==> src/rtl/systolic_mm_engine.sv <==
// Output-stationary SIZE x SIZE systolic matrix multiplier: buffers SIZE operand
// beats, skews them into the PE grid and accumulates C = A*B (or C + A*B) in place.
module systolic_mm_engine #(
  parameter int SIZE       = 4,
  parameter int DATA_WIDTH = 8,
  parameter int ACC_WIDTH  = 2*DATA_WIDTH+8
) (
  input  logic                           clk,
  input  logic                           rst,
  input  logic                           in_valid,
  output logic                           in_ready,
  input  logic [SIZE*DATA_WIDTH-1:0]     a_col,
  input  logic [SIZE*DATA_WIDTH-1:0]     b_row,
  input  logic                           acc_mode,
  input  logic                           clear,
  output logic                           busy,
  output logic                           done,
  output logic [SIZE*SIZE*ACC_WIDTH-1:0] C
);
  localparam int CNT_W  = $clog2(3*SIZE-2);
  localparam int BEAT_W = $clog2(SIZE);
  localparam logic [CNT_W-1:0]  CNT_LAST  = CNT_W'(3*SIZE-3);
  localparam logic [BEAT_W-1:0] BEAT_LAST = BEAT_W'(SIZE-1);

  localparam logic [1:0] S_IDLE    = 2'd0;
  localparam logic [1:0] S_LOAD    = 2'd1;
  localparam logic [1:0] S_COMPUTE = 2'd2;
  localparam logic [1:0] S_DONE    = 2'd3;

  logic [1:0]            r_state;
  logic [1:0]            w_state_nxt;
  logic [BEAT_W-1:0]     r_beat;
  logic [CNT_W-1:0]      r_cnt;
  logic                  r_mode;
  logic                  r_in_ready;
  logic                  r_busy;
  logic                  r_done;
  logic                  w_accept;
  logic                  w_clear;
  logic                  w_first_clr;
  logic [DATA_WIDTH-1:0] r_a_buf  [SIZE][SIZE];
  logic [DATA_WIDTH-1:0] r_b_buf  [SIZE][SIZE];
  logic [DATA_WIDTH-1:0] r_a_pipe [SIZE][SIZE];
  logic [DATA_WIDTH-1:0] r_b_pipe [SIZE][SIZE];
  logic [ACC_WIDTH-1:0]  r_acc    [SIZE][SIZE];
  logic [DATA_WIDTH-1:0] w_a_in   [SIZE][SIZE];
  logic [DATA_WIDTH-1:0] w_b_in   [SIZE][SIZE];
  logic [DATA_WIDTH-1:0] w_west   [SIZE];
  logic [DATA_WIDTH-1:0] w_north  [SIZE];

  assign w_accept    = in_valid & r_in_ready;
  assign w_clear     = clear & (r_state == S_IDLE);
  assign w_first_clr = (r_cnt == '0) & ~r_mode;
  assign in_ready    = r_in_ready;
  assign busy        = r_busy;
  assign done        = r_done;

  // Next-state decode for the run sequencer
  always_comb begin
    w_state_nxt = r_state;
    case (r_state)
      S_IDLE:    w_state_nxt = w_accept ? S_LOAD : S_IDLE;
      S_LOAD:    w_state_nxt = (w_accept && (r_beat == BEAT_LAST)) ? S_COMPUTE : S_LOAD;
      S_COMPUTE: w_state_nxt = (r_cnt == CNT_LAST) ? S_DONE : S_COMPUTE;
      S_DONE:    w_state_nxt = S_IDLE;
      default:   w_state_nxt = S_IDLE;
    endcase
  end

  // Sequencer state, beat/cycle counters and registered status outputs
  always_ff @(posedge clk) begin
    if (rst) begin
      r_state    <= S_IDLE;
      r_beat     <= '0;
      r_cnt      <= '0;
      r_mode     <= 1'b0;
      r_in_ready <= 1'b1;
      r_busy     <= 1'b0;
      r_done     <= 1'b0;
    end else begin
      r_state    <= w_state_nxt;
      r_in_ready <= (w_state_nxt == S_IDLE) || (w_state_nxt == S_LOAD);
      r_busy     <= (w_state_nxt != S_IDLE);
      r_done     <= (w_state_nxt == S_DONE);
      if (w_accept) begin
        r_beat <= (r_beat == BEAT_LAST) ? '0 : r_beat + BEAT_W'(1);
      end
      if (w_accept && (r_state == S_IDLE)) begin
        r_mode <= acc_mode;
      end
      if ((r_state == S_COMPUTE) && (r_cnt != CNT_LAST)) begin
        r_cnt <= r_cnt + CNT_W'(1);
      end else begin
        r_cnt <= '0;
      end
    end
  end

  // Operand buffer: beat k holds column k of A and row k of B
  always_ff @(posedge clk) begin
    for (int k = 0; k < SIZE; k++) begin
      for (int i = 0; i < SIZE; i++) begin
        if (rst) begin
          r_a_buf[k][i] <= '0;
          r_b_buf[k][i] <= '0;
        end else if (w_accept && (r_beat == BEAT_W'(k))) begin
          r_a_buf[k][i] <= a_col[i*DATA_WIDTH +: DATA_WIDTH];
          r_b_buf[k][i] <= b_row[i*DATA_WIDTH +: DATA_WIDTH];
        end
      end
    end
  end

  // Edge skew: row/column i sees beat k on compute cycle k+i, zero otherwise
  always_comb begin
    for (int i = 0; i < SIZE; i++) begin
      w_west[i]  = '0;
      w_north[i] = '0;
      for (int k = 0; k < SIZE; k++) begin
        w_west[i]  = w_west[i]  | (((r_state == S_COMPUTE) && (r_cnt == CNT_W'(k + i))) ? r_a_buf[k][i] : '0);
        w_north[i] = w_north[i] | (((r_state == S_COMPUTE) && (r_cnt == CNT_W'(k + i))) ? r_b_buf[k][i] : '0);
      end
    end
  end

  for (genvar gi = 0; gi < SIZE; gi++) begin : g_row
    for (genvar gj = 0; gj < SIZE; gj++) begin : g_col
      if (gj == 0) begin : g_west_edge
        assign w_a_in[gi][gj] = w_west[gi];
      end else begin : g_west_pe
        assign w_a_in[gi][gj] = r_a_pipe[gi][gj-1];
      end
      if (gi == 0) begin : g_north_edge
        assign w_b_in[gi][gj] = w_north[gj];
      end else begin : g_north_pe
        assign w_b_in[gi][gj] = r_b_pipe[gi-1][gj];
      end
      assign C[(gi*SIZE+gj)*ACC_WIDTH +: ACC_WIDTH] = r_acc[gi][gj];
    end
  end

  // PE grid: MAC into the stationary accumulator, forward A east and B south
  always_ff @(posedge clk) begin
    for (int i = 0; i < SIZE; i++) begin
      for (int j = 0; j < SIZE; j++) begin
        if (rst) begin
          r_a_pipe[i][j] <= '0;
          r_b_pipe[i][j] <= '0;
          r_acc[i][j]    <= '0;
        end else if (r_state == S_COMPUTE) begin
          r_a_pipe[i][j] <= w_a_in[i][j];
          r_b_pipe[i][j] <= w_b_in[i][j];
          r_acc[i][j]    <= (w_first_clr ? '0 : r_acc[i][j])
                          + ACC_WIDTH'(w_a_in[i][j]) * ACC_WIDTH'(w_b_in[i][j]);
        end else begin
          r_a_pipe[i][j] <= '0;
          r_b_pipe[i][j] <= '0;
          if (w_clear) begin
            r_acc[i][j] <= '0;
          end
        end
      end
    end
  end

endmodule

==> config.mk <==
export PLATFORM = sky130hd
export DESIGN_NAME = systolic_mm_engine
export DESIGN_NICKNAME = d
export VERILOG_FILES = /design/src/rtl/systolic_mm_engine.sv
export SDC_FILE = /design/constraint.sdc
export NUM_CORES = 2
export LEC_CHECK = 0
export ABC_AREA = 1
export BUFFER_PORTS_ARGS = -buffer_cell sky130_fd_sc_hd__buf_4
export CORE_MARGIN = 2
export CORE_UTILIZATION = 55
export DETAILED_ROUTE_END_ITERATION = 16
export GPL_TIMING_DRIVEN = 0
export PLACE_DENSITY = 0.72
export SYNTH_ARGS = -nofsm -noshare
export SYNTH_HDL_FRONTEND = slang
export SYNTH_SLANG_ARGS = --single-unit
==> constraint.sdc <==
create_clock -name clk -period 39.3 [get_ports clk]
set_input_delay 0 -clock clk [delete_from_list [all_inputs] [get_ports clk]]
set_output_delay 0 -clock clk [all_outputs]
set_load 0.005 [all_outputs]
==> flow_metrics.py <==
metrics = {
    "critical_path": {
        "cp_max_fo": 12,
        "path_class": "reg -> reg",
        "worst_setup_path_end_kind": "flip-flop",
        "cp_common_cell": "inv_1",
        "cp_slowest_cell": "buf_2",
        "reg2reg_from": "r_cnt[0]$_SDFF_PP0_",
        "cp.arrival_ns": 7.90,
        "r2r_setup_slack_ns": 31.91,
        "cp-start-kind": "flip-flop",
        "r2r-end": "r_acc[2][41]$_SDFFCE_PP0P_",
        "worstRegToRegCells": 26,
        "required_ns": 39.80,
        "slowest_delay_ns": 0.63,
    },
    "logic_synthesis": {
        "ys_seq_area_share_pct": 31.2,
        "yosysMostFrequentCell": "inv_1",
        "synth.area.top_cells": "edfxtp_1 (31%), fa_1 (20%), inv_1 (11%)",
        "synth_top_cells_by_count": "inv_1 (2,418), nand2_1 (2,059), nor2_1 (1,460)",
        "synth_top_area_share_pct": 30.9,
        "synth_area_um2": 80900,
        "netlist_instances": 9979,
        "syn_area_per_cell_um2": 8.11,
        "yosysWarningCount": 0,
        "ys_seq_elements": 844,
        "async_reset_ff_share_pct": 0,
        "yosysTopAreaCell": "edfxtp_1",
        "yosys_most_used_dff": "edfxtp_1",
        "synth_edf_count": 832,
        "ys_types": 38,
    },
    "routing": {
        "drt_iter0_drc": 6269,
        "ant_nets": 0,
        "wl_per_cell_um": 20.7,
        "vias": 69000,
        "drc": 0,
        "drt_pass1_iterations": 6,
        "wl_um": 266000,
        "vias_per_cell": 5.38,
    },
    "clock_tree": {
        "cts_made_buffers": 101,
        "cts_num_sinks": 844,
        "path_clk_slew_ns": 0.06,
        "post-cts-setup-buffer-count": 0,
        "cts_resized": 0,
        "holdBufCountCts": 68,
        "clk_path_buf_depth": 3,
        "h-tree-depth": 3,
        "cts_tree": "built",
        "root_buffer": "clkbuf_16",
        "clock_latency_ns": 0.75,
    },
    "pwr": {
        "leakage_nw": 48.2,
        "ir_worst_vdd_mv": 0.0408,
        "power_per_cell_area_nw_per_um2": 27.6,
        "total_power_mw": 2.55,
    },
    "floorplan": {
        "die-area_um2": 150000,
        "die_x_um": 388,
        "num_rows": 140,
        "coreArea_um2": 146000,
        "io_pins": 456,
        "fp.dieH_um": 388,
        "start_util_pct": 55.5,
    },
    "hold_path": {
        "hold_depth": 3,
        "min_to": "r_state[0]$_SDFF_PP0_",
        "min_from": "rst",
        "holdCritPathClass": "in -> reg",
    },
    "sta": {
        "timing.hold.ws_ns": 0.0612,
        "final_max_slew_viol_count": 0,
        "slew_headroom_pct": 2.43,
        "skew_ns": 0.0358,
        "period_share_pct": 18.8,
        "fin_crit_ns": 7.39,
        "fmax_mhz": 135,
        "rsz0062_at_grt": "no",
        "tightest_slew_ns": 1.46,
        "setup_viol": 0,
        "finalHoldViolCount": 0,
    },
    "final_layout": {
        "area_growth_pct": 13.8,
        "seq_area_um2": 25200,
        "multi_input_area_um2": 46000,
        "design_area_um2": 92100,
        "drive_above_1_share_pct": 7.40,
        "n_fill_cell": 12900,
        "layout.nets": 12400,
    },
    "grt": {
        "grtUsageTotal_pct": 35.4,
        "grt_pass1_wl_um": 402000,
        "grt-ovfl-total": 0,
        "antenna_found_initial": 15,
        "grt_max_degree": 55,
        "grt_pass1_vias": 68700,
    },
    "placement": {
        "placed_cell_area_um2": 88000,
        "hpwl_um": 210000,
        "place_congestion": 1.01,
        "io_buffers": 455,
    },
    "outcome": {
        "status": "completed",
    },
    "job": {
        "drv_cap": 0,
    },
}
-- flip-flops by register name, indices dropped and copies added, names as in the netlist --
register  flops
r_cnt         4
r_a_buf     128
r_mode        1
r_acc       384
r_beat        2
busy          1
r_a_pipe     96
r_state       2
done          1
r_b_buf     128
in_ready      1
r_b_pipe     96
-- layer usage --
metal	vias up	GRT usage (%)	routed length, um
li1	31900	-	-
met1	33400	46.0	105000
met2	3181	55.5	118000
met3	563	8.01	26900
met4	2	18.3	15400
met5	-	0	7
-- cells in the final DEF (no fill, tap or decap), types with 9 or more instances in the layout --
cell,n
edfxtp_1,832
fa_1,800
nand4_1,42
nand3b_1,21
buf_12,13
dfxtp_1,12
a21o_1,12
a22o_1,86
conb_1,192
nor2_2,48
nand2_1,2055
buf_4,459
ha_1,664
nor2_1,1460
inv_1,2418
clkinv_2,21
o21ai_0,227
clkbuf_16,105
o21bai_1,20
nor3_1,54
nand3_1,340
nor4_1,11
dlygate4sd3_1,68
o21a_1,17
buf_2,77
buf_16,9
a21oi_1,495
clkbuf_1,228
inv_2,17
bufinv_16,14
clkinv_1,21
-- worst max-delay path by stage --
stage / from / end
after detailed placement: r_cnt[0]$_SDFF_PP0_ / r_acc[2][41]$_SDFFCE_PP0P_
after CTS: r_cnt[0]$_SDFF_PP0_ / r_acc[2][41]$_SDFFCE_PP0P_
after global routing: r_cnt[0]$_SDFF_PP0_ / r_acc[2][41]$_SDFFCE_PP0P_
after global placement: r_state[1]$_SDFF_PP0_ / r_acc[3][25]$_SDFFCE_PP0P_
final: r_cnt[0]$_SDFF_PP0_ / r_acc[2][41]$_SDFFCE_PP0P_
after floorplan: r_state[1]$_SDFF_PP0_ / r_acc[0][0]$_SDFFCE_PP0P_
-- metrics by stage --
step                setup TNS [ns]  worst slack [ns]  util (%)  cells
global route                     0             31.71      63.1  12800
finish                           0             31.91      63.1  12800
CTS                              0             32.01      63.1  12800
global placement          -1654.84             -4.67      59.9  12500
floorplan                        0             12.27         -  10200
detailed placement               0             32.02      60.3  12600
-- power by group --
group	internal (mW)	total, mW	switching (mW)
combinational	0.156	0.465	0.309
sequential	1.04	1.08	0.0394
clock	0.577	1.00	0.423
-- critical path: cells and delay by family (launching register included) --
family,cells,cell delay [ns]
flip-flops,1,0.41
AND/OR/NAND/NOR,6,0.86
buffers and inverters,10,2.38
adder cells (fa/ha/maj),7,2.52
AO/OA/AOI/OAI,3,0.99
-- cell families (layout without fill, tap and decap cells) --
logic type	after synthesis	after routing	share of synthesized area (%)
compound gates	868	868	5.95
buf+inv	2744	3476	12.9
other cells	1	196	0.00463
flops	844	844	31.2
simple gates	4058	4058	19.9
fa+ha+maj	1464	1464	30.1
-- layout make-up --
class                      count  share of cell area, %
antenna                        4                 0.0109
timing repair buffer         545                   5.00
buffer                       309                   1.42
inverter                    2435                   9.92
multi-input combinational   6582                   50.0
clock buffer                 119                   2.91
clock inverter                68                  0.780
tap                         1917                   2.60
sequential                   844                   27.4
(Power assumes the default switching activity.)
